==> config.mk <==
export PLATFORM = sky130hd
export DESIGN_NAME = c_reg_fifo_v1_0
export DESIGN_NICKNAME = d
export VERILOG_FILES = /design/src/rtl/c_reg_fifo_v1_0_pkg.sv /design/src/rtl/c_fifo_mem_v1_0.sv /design/src/rtl/c_reg_fifo_v1_0.sv
export SDC_FILE = /design/constraint.sdc
export NUM_CORES = 1
export LEC_CHECK = 0
export ABC_AREA = 0
export CAP_MARGIN = 0
export CORE_MARGIN = 5
export CORE_UTILIZATION = 45
export DETAILED_ROUTE_END_ITERATION = 10
export PLACE_DENSITY = 0.71
export RECOVER_POWER = 50
export SETUP_SLACK_MARGIN = 0.4
export SLEW_MARGIN = 40
export SYNTH_ARGS = -nofsm -noshare
export SYNTH_HDL_FRONTEND = slang
export SYNTH_HIERARCHICAL = 1
export SYNTH_SLANG_ARGS = --single-unit
==> constraint.sdc <==
create_clock -name CLK -period 3.3 [get_ports CLK]
set_input_delay 0.66 -clock CLK [delete_from_list [all_inputs] [get_ports CLK]]
set_output_delay 0.66 -clock CLK [all_outputs]
set_load 0.03 [all_outputs]
==> src/rtl/c_reg_fifo_v1_0_pkg.sv <==
// Shared definitions for the c_reg_fifo core family: enable-override modes,
// per-edge operation bundle and a clog2 helper for parameter checking.
package c_reg_fifo_v1_0_pkg;

  typedef enum logic {
    C_NO_OVERRIDE = 1'b0,
    C_OVERRIDE    = 1'b1
  } override_e;

  typedef struct packed {
    logic push;
    logic pop;
    logic clr;
  } fifo_op_t;

  function automatic int clog2(input int value);
    int result;
    result = 0;
    for (int i = 0; i < 31; i++) begin
      if ((1 << i) < value) result = i + 1;
    end
    return result;
  endfunction

endpackage

==> src/rtl/c_fifo_mem_v1_0.sv <==
// C_DEPTH x C_WIDTH register array: one synchronous write port, one
// asynchronous read port, no reset so it maps onto plain storage.
module c_fifo_mem_v1_0 #(
  parameter int C_WIDTH      = 16,
  parameter int C_DEPTH      = 16,
  parameter int C_ADDR_WIDTH = 4
) (
  input  logic                    clk,
  input  logic                    we,
  input  logic [C_ADDR_WIDTH-1:0] wr_addr,
  input  logic [C_WIDTH-1:0]      wr_data,
  input  logic [C_ADDR_WIDTH-1:0] rd_addr,
  output logic [C_WIDTH-1:0]      rd_data
);

  logic [C_WIDTH-1:0] mem [C_DEPTH];

  always_ff @(posedge clk) begin
    if (we) mem[wr_addr] <= wr_data;
  end

  assign rd_data = mem[rd_addr];

endmodule

==> src/rtl/c_reg_fifo_v1_0.sv <==
// First-word-fall-through FIFO buffering the register stage output.
// Optional almost-full flag enabled by defining C_REG_FIFO_AFULL_EN.
module c_reg_fifo_v1_0
  import c_reg_fifo_v1_0_pkg::*;
#(
  parameter int C_WIDTH        = 16,
  parameter int C_DEPTH        = 16,
  parameter int C_ADDR_WIDTH   = 4,
  parameter int C_HAS_CE       = 0,
  parameter int C_HAS_SCLR     = 0,
  parameter int C_AFULL_THRESH = 12
) (
  input  logic                    CLK,
  input  logic                    ACLR,
  input  logic                    CE,
  input  logic                    SCLR,
  input  logic [C_WIDTH-1:0]      D,
  input  logic                    D_VALID,
  output logic                    D_READY,
  output logic [C_WIDTH-1:0]      Q,
  output logic                    Q_VALID,
  input  logic                    Q_READY,
  output logic [C_ADDR_WIDTH:0]   COUNT,
  output logic                    FULL,
  output logic                    EMPTY
`ifdef C_REG_FIFO_AFULL_EN
  ,
  output logic                    AFULL
`endif
);

  localparam override_e CE_MODE   = (C_HAS_CE != 0) ? C_OVERRIDE : C_NO_OVERRIDE;
  localparam override_e SCLR_MODE = (C_HAS_SCLR != 0) ? C_OVERRIDE : C_NO_OVERRIDE;
  localparam logic [C_ADDR_WIDTH:0] DEPTH_CNT = (C_ADDR_WIDTH + 1)'(C_DEPTH);

  if (C_DEPTH < 2 || C_DEPTH != (1 << C_ADDR_WIDTH) ||
      C_ADDR_WIDTH != clog2(C_DEPTH) || C_AFULL_THRESH < 0) begin : g_bad_params
    $error("c_reg_fifo_v1_0: inconsistent C_DEPTH / C_ADDR_WIDTH / C_AFULL_THRESH");
  end

  logic [C_ADDR_WIDTH-1:0] wr_ptr;
  logic [C_ADDR_WIDTH-1:0] rd_ptr;
  logic [C_ADDR_WIDTH:0]   count;
  logic [C_ADDR_WIDTH:0]   count_next;
  logic [C_WIDTH-1:0]      rd_data;
  logic                    ce_eff;
  fifo_op_t                op;

  assign ce_eff  = (CE_MODE == C_OVERRIDE) ? CE : 1'b1;
  assign op.clr  = (SCLR_MODE == C_OVERRIDE) ? SCLR : 1'b0;

  assign EMPTY   = (count == '0);
  assign FULL    = (count == DEPTH_CNT);
  assign D_READY = ~FULL;
  assign Q_VALID = ~EMPTY;
  assign COUNT   = count;

  // A synchronous clear discards any handshake that lands on the same edge.
  assign op.push = D_VALID & D_READY & ce_eff & ~op.clr;
  assign op.pop  = Q_VALID & Q_READY & ce_eff & ~op.clr;

  assign Q = Q_VALID ? rd_data : '0;

  c_fifo_mem_v1_0 #(
    .C_WIDTH      (C_WIDTH),
    .C_DEPTH      (C_DEPTH),
    .C_ADDR_WIDTH (C_ADDR_WIDTH)
  ) u_mem (
    .clk     (CLK),
    .we      (op.push),
    .wr_addr (wr_ptr),
    .wr_data (D),
    .rd_addr (rd_ptr),
    .rd_data (rd_data)
  );

  always_comb begin
    count_next = count;
    if (op.clr) begin
      count_next = '0;
    end else begin
      unique case ({op.push, op.pop})
        2'b10:   count_next = count + 1'b1;
        2'b01:   count_next = count - 1'b1;
        default: count_next = count;
      endcase
    end
  end

  always_ff @(posedge CLK or posedge ACLR) begin
    if (ACLR) begin
      wr_ptr <= '0;
      rd_ptr <= '0;
      count  <= '0;
    end else begin
      count <= count_next;
      if (op.clr) begin
        wr_ptr <= '0;
        rd_ptr <= '0;
      end else begin
        if (op.push) wr_ptr <= wr_ptr + 1'b1;
        if (op.pop)  rd_ptr <= rd_ptr + 1'b1;
      end
    end
  end

`ifdef C_REG_FIFO_AFULL_EN
  // Registered from the same next-count as COUNT so both move on one edge.
  always_ff @(posedge CLK or posedge ACLR) begin
    if (ACLR) begin
      AFULL <= 1'b0;
    end else begin
      AFULL <= (32'(count_next) >= 32'(C_AFULL_THRESH));
    end
  end
`endif

endmodule

[After elaboration in Yosys (flattened, before gate mapping)]
Memory sizes are Yosys's and may differ from the RTL's.
Index checks and enable logic that the tools add are counted.
Operators by class
  mux-type cells: 4
  eq/ne operators: 3
  reductions and logical operators: 2
  bitwise operators: 4
  add/sub/neg operators: 4
Operators by type and width (count)
  two-way mux 16 bit: 1
  case mux 5 bit (2 select lines): 1
  adder 4 x 1 -> 4 bit (second input constant): 2
  adder 5 x 1 -> 5 bit (second input constant): 1
  == test 5 bit (second input constant): 1
  logical NOT 5 bit: 1
  subtractor 5 x 1 -> 5 bit (second input constant): 1
  AND 1 bit: 2
  == test 2 x 1 -> 1 bit (second input constant): 1
  == test 2 bit (second input constant): 1
  two-way mux 1 bit: 2
  inverter 1 bit: 2
  nonzero test 2 bit: 1
Storage, ports and cells
  memories: 1
  memory bits (writable): 256
  bits of input ports: 22
  flip-flop bits (word level): 13
  output and inout port bits: 25
Memory list
  u_mem.mem: depth 16, bits a word 16, read ports 1, clocked after Yosys merged registers in 0, wr ports 1, RTL line c_fifo_mem_v1_0.sv:16  | logic [C_WIDTH-1:0] mem [C_DEPTH];

[Depth between registers and ports, before layout]
Gate-level depths: netlist (run 1).
  depth in word-level cells: 5
  gate-level depth with buffers: 10

[Modules after synthesis]
The synthesis (run 1) kept the hierarchy.
Modules (own cells, without submodules)
  c_fifo_mem_v1_0: sequential area each 7687.4 um2, cells an instance 416, times used 1, area an instance 9723.1 um2
  c_reg_fifo_v1_0: sequential area each 325.3 um2, cells an instance 88, times used 1, area an instance 873.3 um2

[Least setup slack after synthesis (run 1)]
OpenSTA, ideal clock, no wires.
  kind: flip-flop to flip-flop
  start: register count[0] (netlist: COUNT[0])
  end: memory u_mem.mem[0][0], enable pin
  arrival: 2.723 ns
  setup slack: 0.168 ns
  buffers on the path: 0
  required time: 2.891 ns
  period minus slack after synthesis: 3.132 ns
  stages on the path, launching flop included: 7
  cell sequence: dfrtp_1 -> nor4_4 -> nand2_2 -> nand2_2 -> inv_2 -> or3b_2 -> nor3_1
RTL lines
  from (decl): RTL line c_reg_fifo_v1_0.sv:43  | logic [C_ADDR_WIDTH:0] count;
  from (signal assigned): RTL line c_reg_fifo_v1_0.sv:96  | count <= count_next;
  to (decl): RTL line c_fifo_mem_v1_0.sv:16

[Final worst setup path (run 1)]
  start: register count[3] (netlist: COUNT[3])
  end: output Q_VALID
Between the ends
  cells in the longest elaborated chain, start to end: 2
RTL lines
  logical NOT 5 bit: RTL line c_reg_fifo_v1_0.sv:52  | assign EMPTY = (count == '0);
  inverter 1 bit: RTL line c_reg_fifo_v1_0.sv:55  | assign Q_VALID = ~EMPTY;
  to (decl): RTL line c_reg_fifo_v1_0.sv:21  | output logic Q_VALID,
Every way passes these cells.

==> results of run 1 <==
[how the worst max path moves through the flow]
stage / slack (ns) / depth (start not counted) / to / from
2_1_floorplan: 0.52 / 6 / u_mem/mem[12][0] / COUNT[0]
3_3_place_gp: 0.22 / 7 / Q[2] / rd_ptr[0]
3_5_place_dp: 0.21 / 9 / COUNT[4] / COUNT[0]
4_1_cts: 0.12 / 6 / Q[3] / rd_ptr[0]
5_1_grt: 0.03 / 5 / Q_VALID / COUNT[3]
6_report: 0.11 / 5 / Q_VALID / COUNT[3]
[worst max-delay path, delay by kind of cell, from the launching register on]
| family | cells | cell delay [ns] |
|---|---|---|
| buf+inv | 3 | 0.83 |
| simple gates | 2 | 0.74 |
| flops | 1 | 0.43 |
[power by group]
group	leakage (nW)	internal [W]	switching (W)
registers	2.47	0.00418	0.000239
logic	1.49	0.00232	0.00246
clock network	0.400	0.00161	0.00120
[metal layers]
layer | track usage [%] | vias to the layer above
li1 | - | 2319
met1 | 22.8 | 2860
met2 | 33.0 | 187
met3 | 2.83 | 37
met4 | 4.65 | 2
met5 | 0 | -
[area by class of cell]
| type | instances | area, sq um |
|---|---|---|
| multi-input combinational | 204 | 2520 |
| sequential | 269 | 8020 |
| clock inverter | 16 | 141 |
| clock buffer | 32 | 673 |
| timing repair buffer | 113 | 1130 |
| inverter | 8 | 30.0 |
| tap | 319 | 399 |
| fill | 1713 | 10400 |
[logic make-up (layout without fill, tap and decap cells)]
group / Yosys count / in the layout / synth area share [%]
xor gates and xnor gates: 9 / 9 / 0.744
and+or+nand+nor: 79 / 80 / 3.92
AOI/OAI and AO/OA: 41 / 41 / 2.83
buffers and inverters: 32 / 169 / 1.65
adders and majority gates: 7 / 7 / 0.897
muxes: 67 / 67 / 14.3
DFF: 269 / 269 / 75.6
[through the flow]
step | hold slack [ns] | setup slack (ns) | utilization, %
6_report | 0.561 | 0.112 | 55.3
5_1_grt | 0.597 | 0.0261 | 55.3
4_1_cts | 0.473 | 0.120 | 55.0
3_5_place_dp | 0.558 | 0.214 | 49.9
3_3_place_gp | 0.520 | 0.223 | 49.9
2_1_floorplan | 0.490 | 0.516 | -
[sequential cells by signal, summed over array words and instances (netlist names)]
name / cells
u_mem/mem: 256
COUNT: 5
wr_ptr: 4
rd_ptr: 4
[cells in the mapped netlist]
cell type | number | share of area [%]
clkbuf_1 | 8 | 0.28
buf_4 | 3 | 0.21
xor2_1 | 5 | 0.41
nand4_1 | 2 | 0.12
inv_1 | 7 | 0.25
or3_1 | 1 | 0.059
a21o_1 | 1 | 0.071
o311ai_0 | 1 | 0.083
or2_2 | 1 | 0.059
mux4_1 | 10 | 2.5
fa_1 | 1 | 0.19
and2_4 | 1 | 0.083
nor2_1 | 16 | 0.57
buf_1 | 3 | 0.11
buf_6 | 5 | 0.53
mux2i_1 | 1 | 0.094
mux2_4 | 2 | 0.28
a211oi_1 | 1 | 0.071
ha_1 | 6 | 0.71
nand2_2 | 2 | 0.12
nand3_1 | 3 | 0.14
xnor2_1 | 4 | 0.33
nand2b_1 | 2 | 0.12
inv_2 | 1 | 0.035
a21oi_1 | 1 | 0.047
o21ai_0 | 2 | 0.094
and2_1 | 17 | 1.0
dfrtp_1 | 13 | 3.1
buf_2 | 5 | 0.24
o211ai_1 | 2 | 0.14
nand3b_1 | 2 | 0.14
edfxtp_1 | 256 | 73
nor4b_1 | 1 | 0.083
mux4_2 | 54 | 11
nand2_1 | 22 | 0.78
nor4_4 | 1 | 0.20
or3b_2 | 1 | 0.083
nor3_1 | 4 | 0.19
o22ai_1 | 1 | 0.059
nor2b_1 | 3 | 0.18
a22oi_1 | 32 | 2.3
[repair_timing]
action                                  4_1_cts  5_1_grt
gates resized for setup                      68       12
hold buffers                                  0        0
pin swaps                                     9        5
setup buffers                                14       10
hold endpoints to repair                      0        0
endpoints found under the setup margin       19       19
gates cloned                                  4        1
==> summary.txt, run 1 <==
Min path
  • Hold Crit Class: flip-flop to flip-flop
  • Hold path cells: 1
  • Worst hold start: COUNT[0]
  • Hold EP: COUNT[0]

Timing
  • Worst-margin pin slew: between 0.5 and 0.6 ns
  • TNS Setup: 0 ns
  • Worst rel slew slack: between 60% and 70%
  • Final setup skew: 0.0118 ns
  • Max-slew violations: 0
  • Fmax: approximately 0.31 GHz
  • Unrepaired setup endpoints after global routing: true
  • Min Tclk post-route: approximately 3.2 ns
  • Final hold violation count: 0
  • Final setup vio count: 0
  • Final worst path period share: 96.6%

Outcome
  • Outcome: finished clean

Setup path
  • CP endpoint kind: output port
  • Critical-path top delay cell: nor4_1
  • Worst Setup Path Type: flip-flop to output port
  • Worst Setup Start Kind: flip-flop
  • Reg2reg end: COUNT[4]
  • Flop2flop setup slack: approximately 0.20 ns
  • CP Max Fanout: 10
  • Crit-path cells: nor4_1, clkbuf_1, nand2_1, buf_4, dlygate4sd2_1
  • R2R cell count: 9
  • Worst r2r src: COUNT[3]
  • Critical Path RT: 2.64 ns
  • CP peak stage delay: 0.49 ns
  • CP Data Arrival Time: approximately 2.5 ns

Detailed routing
  • Length of routed met3 wiring: 1.33 mm
  • Met2 wire len: roughly 13 mm
  • Post-route ant nets: 0
  • Pre-antenna DRT Iters: 5
  • DR vias: 5405
  • Top Metal Used: met5
  • 1st-iter DRT viols: 393
  • WL per Instance: around 25 microns
  • Routed WL: approximately 24 mm
  • DRC violations left: 0
  • Met1 wire length: about 9 mm
  • Vias per Instance: around 5.6

Die
  • Starting density of the core: roughly 45%
  • Area of the die: ~27000 sq um
  • Rows: 56
  • Height of the die: between 150 and 200 microns
  • Core ar.: approximately 23000 sq um
  • I/O Pins: 47
  • Die X: around 160 microns

Clock tree
  • H-tree Lvls: 1
  • Num Clock Sinks: between 200 and 300
  • Clock buffer depth: 3
  • Worst-path clk slew: 0.06 ns
  • Num CTS Buffers: 26
  • CTS tree: yes
  • Clk Latency, worst-skew pair: roughly 0.53 ns
  • Root Buffer: clkbuf_16

Synth
  • Avg Cell Area, Syn: 21.0 sq um
  • Register bit total from synthesis: around 270
  • Mapped cell area: 10600 sq um
  • Synthesized instance count: 504
  • Syn nets: around 530
  • Count of warnings emitted by yosys: 6
  • Post-synthesis cell type count: 41
  • Sequential share of the synthesized area: between 70% and 80%

Placed design
  • Final Wtd Congestion: between 0.7 and 0.8
  • Placed cells: around 900
  • Port bufs: 44
  • DP HPWL: 13.6 mm
  • Post-place instance area: 11600 sq um

Finish
  • Fraction of layout cells with a size suffix above 1: about a third
  • Antenna diode count: 0
  • Final #Nets: about 650
  • Area Growth Syn to Fin: 21.9%
  • Final Cell Area: between 10000 and 15000 sq um
  • Commonest cells after routing, fill and taps aside: edfxtp_1, buf_4, mux4_2
  • Commonest non-fill, non-tap cell in the layout: edfxtp_1
  • Cell Count, Final, Fillers Out: 961

Global routing
  • First-pass GRT wire length: roughly 36 mm
  • Number of global-route vias before repair: about 5700
  • Largest net degree at the start of global routing: 33
  • Gr usage total: 18.1%
  • Remaining global-route overflow: 0
  • Initial antenna violation count: 1

Flow run
  • Max-cap violations: 0

Power and ir drop
  • Pwr/cell area: around 930 nW/um^2
  • Worst vdd ir: just under 0.0004 V
  • Pleak: approximately 4.4 nW
  • Overall power: approximately 0.012 W
No activity file was read; power rests on OpenSTA's default activity.
==> run 2, diff against run 1 <==
DONT_BUFFER_PORTS = 1   (was not set)
HOLD_SLACK_MARGIN = 0.05   (was not set)
PLACE_DENSITY = 0.69   (was 0.71)
TNS_END_PERCENT = 50   (was not set)
==> run 2 against run 1 <==
  * Design area down 3.6%
  * Power shrank 3.8%
  * Critical path depth increased by 2
  * Maximum frequency up 5.5%
  * Count of clock-buffer cells in the layout decreased by 3
  * Global-route usage decreased by 0.91 points
  * Routed wire length down 5.3%
  * Highest routed layer is now met4
  * Largest power group is now registers
  * Die area unchanged
  * Worst setup slack gained 0.17 ns
  * Largest cell class unchanged
==> summary.txt, run 2 (synthesized netlist as in run 1, its figures left out) <==
Outcome
  • Outcome: finished clean

Die
  • Height of the die: 163 microns
  • Core ar.: approximately 23000 sq um
  • Area of the die: about 27000 sq um
  • Die X: 163 microns
  • Rows: 56
  • Starting density of the core: a little under half
  • I/O Pins: 47

Finish
  • Area Growth Syn to Fin: 17.5%
  • Reg with most FFs: u_mem/mem
  • Antenna diode count: 0
  • Fillers: about 1700
  • Commonest non-fill, non-tap cell in the layout: edfxtp_1
  • Final #Nets: ~590
  • Final Cell Area: 12400 sq um
  • Largest register FFs: roughly 260
  • Commonest cells after routing, fill and taps aside: edfxtp_1, mux4_2, buf_4
  • Fraction of layout cells with a size suffix above 1: between 30% and 40%

Clock tree
  • CTS tree: yes
  • Hold_buf cts: 0
  • Worst-path clk slew: roughly 0.060 ns
  • Num Clock Sinks: ~270
  • H-tree Lvls: 1
  • Clk Latency, worst-skew pair: 0.53 ns
  • Num CTS Buffers: 25
  • Root Buffer: clkbuf_16
  • Clock buffer depth: 3

Global routing
  • Largest net degree at the start of global routing: 33
  • Remaining global-route overflow: 0
  • First-pass GRT wire length: ~34 mm
  • Initial antenna violation count: 0
  • Gr usage total: ~17%
  • Number of global-route vias before repair: about 5400

Min path
  • Hold Crit Class: input port to async pin

Power and ir drop
  • Pwr/cell area: a little over 900 nW/um^2
  • Worst vdd ir: between 0.0003 and 0.0004 V
  • P_int: 0.00781 W
  • Seq pwr share: around two fifths
  • Comb power frac: between 30 and 40%
  • Pleak: 4.08 nW
  • Net Sw Frac: about 32%
  • Psw: 0.00375 W
  • Overall power: around 0.012 W
  • Share of power burned in the clock network: about 25%

Setup path
  • Critical-path top delay cell: dfrtp_4
  • Worst Setup Start Kind: flip-flop
  • Critical Path Source: rd_ptr[0]
  • CP peak stage delay: roughly 0.48 ns
  • Critical Path RT: 2.64 ns
  • Crit. path cell count: 7
  • Worst r2r src: COUNT[1]
  • R2R cell count: 10
  • Crit-path cells: buf_12, buf_12, buf_12, mux4_2, a22oi_1, nand2_1, and2_4
  • Most used cell, CP: buf_12
  • CP endpoint kind: output port
  • CP Max Fanout: 7
  • Crit path buf inv count: 3
  • Worst Setup Path Type: flip-flop to output port
  • Crit path max-delay family: flip-flops
  • CP Data Arrival Time: 2.36 ns

Timing
  • Min Hold Slack: roughly 0.08 ns
  • Final hold violation count: 0
  • Final setup vio count: 0
  • TNS Setup: 0 ns
  • Worst rel slew slack: a little under two thirds
  • Worst-margin pin slew: around 0.55 ns
  • Final setup skew: around 0.017 ns
  • Max-slew violations: 0
  • Fmax: about 0.33 GHz
  • Min Tclk post-route: between 3 and 4 ns
  • Final worst path period share: between 90 and 100%
  • Unrepaired setup endpoints after global routing: true
  • Setup WS post-layout: about 0.28 ns

Detailed routing
  • 1st-iter DRT viols: 372
  • Pre-antenna DRT Iters: 4
  • WL per Instance: 25.1 microns
  • DRC violations left: 0
  • Routed WL: between 20 and 25 mm
  • DR vias: approximately 5000
  • Post-route ant nets: 0
  • Vias per Instance: 5.59

Placed design
  • Final Wtd Congestion: roughly 0.76
  • Post-place instance area: between 10000 and 15000 sq um
  • Setup WS pre-CTS: between 0.4 and 0.5 ns
  • Port bufs: 0
  • DP HPWL: about 12 mm

Flow run
  • Max-cap violations: 0
run 2: cell types whose count changed in the layout (fill, tap and decap cells not counted), moves of 4 or more:
cell | before | now
nor2_2 | 3 | 12
and2_4 | 4 | 15
dlygate4sd3_1 | 17 | 0
nor2_1 | 13 | 4
buf_6 | 8 | 0
and2_1 | 14 | 1
buf_4 | 59 | 30
clkbuf_1 | 9 | 5
clkdlybuf4s50_1 | 9 | 0
run 2: stage by stage:
| stage | utilization [%] | std cells |
|---|---|---|
| floorplan | - | 504 |
| global placement | 48.1 | 831 |
| detailed placement | 48.1 | 831 |
| CTS | 52.9 | 890 |
| global route | 53.3 | 895 |
| finish | 53.3 | 895 |
run 2: routing by layer:
layer | track usage (%) | part of all wire, % | up-vias | wire length (microns)
met3 | 3.26 | 7.8 | 22 | 1750
met5 | 0 | 0 | - | 0
li1 | - | - | 2190 | -
met1 | 22.2 | 37 | 2629 | 8350
met2 | 30.7 | 54 | 164 | 12100
met4 | 3.62 | 1.3 | 0 | 289
run 2: power groups by stage:
stage / sequential, W / clock [W] / combinational, W
5_1_grt: 0.00450 / 0.00305 / 0.00455
6_report: 0.00447 / 0.00284 / 0.00426
3_5_place_dp: 0.00464 / 0 / 0.00340
2_1_floorplan: 0.00445 / 0 / 0.00265
3_3_place_gp: 0.00461 / 0 / 0.00335
4_1_cts: 0.00448 / 0.00290 / 0.00415
run 2: cell type report:
type                            instances  area, sq um  share of cell area, %
Multi-Input combinational cell        203         2540                   20.4
Timing Repair Buffer                   50          639                   5.14
Sequential cell                       269         8020                   64.4
Inverter                                8         30.0                  0.241
Tap cell                              319          399                   3.21
Clock buffer                           29          641                   5.15
Clock inverter                         17          176                   1.42
run 2: worst paths after layout:
path / endpoint / slack (ns)
max: Q[7] / 0.28
min: COUNT[2] / 0.08
max reg2reg: COUNT[4] / 0.30
min reg2reg: wr_ptr[3] / 0.54
max in group asynchronous: rd_ptr[1] / 2.81
min in group CLK: u_mem/mem[15][13] / 0.23
run 2: what timing repair did:
action / CTS / global route
buffers inserted: 10 / 3
pin swaps: 8 / 2
endpoints found under the hold margin: 0 / 0
gates resized for setup: 48 / 13
setup endpoints to repair: 16 / 17
cloned: 3 / 2
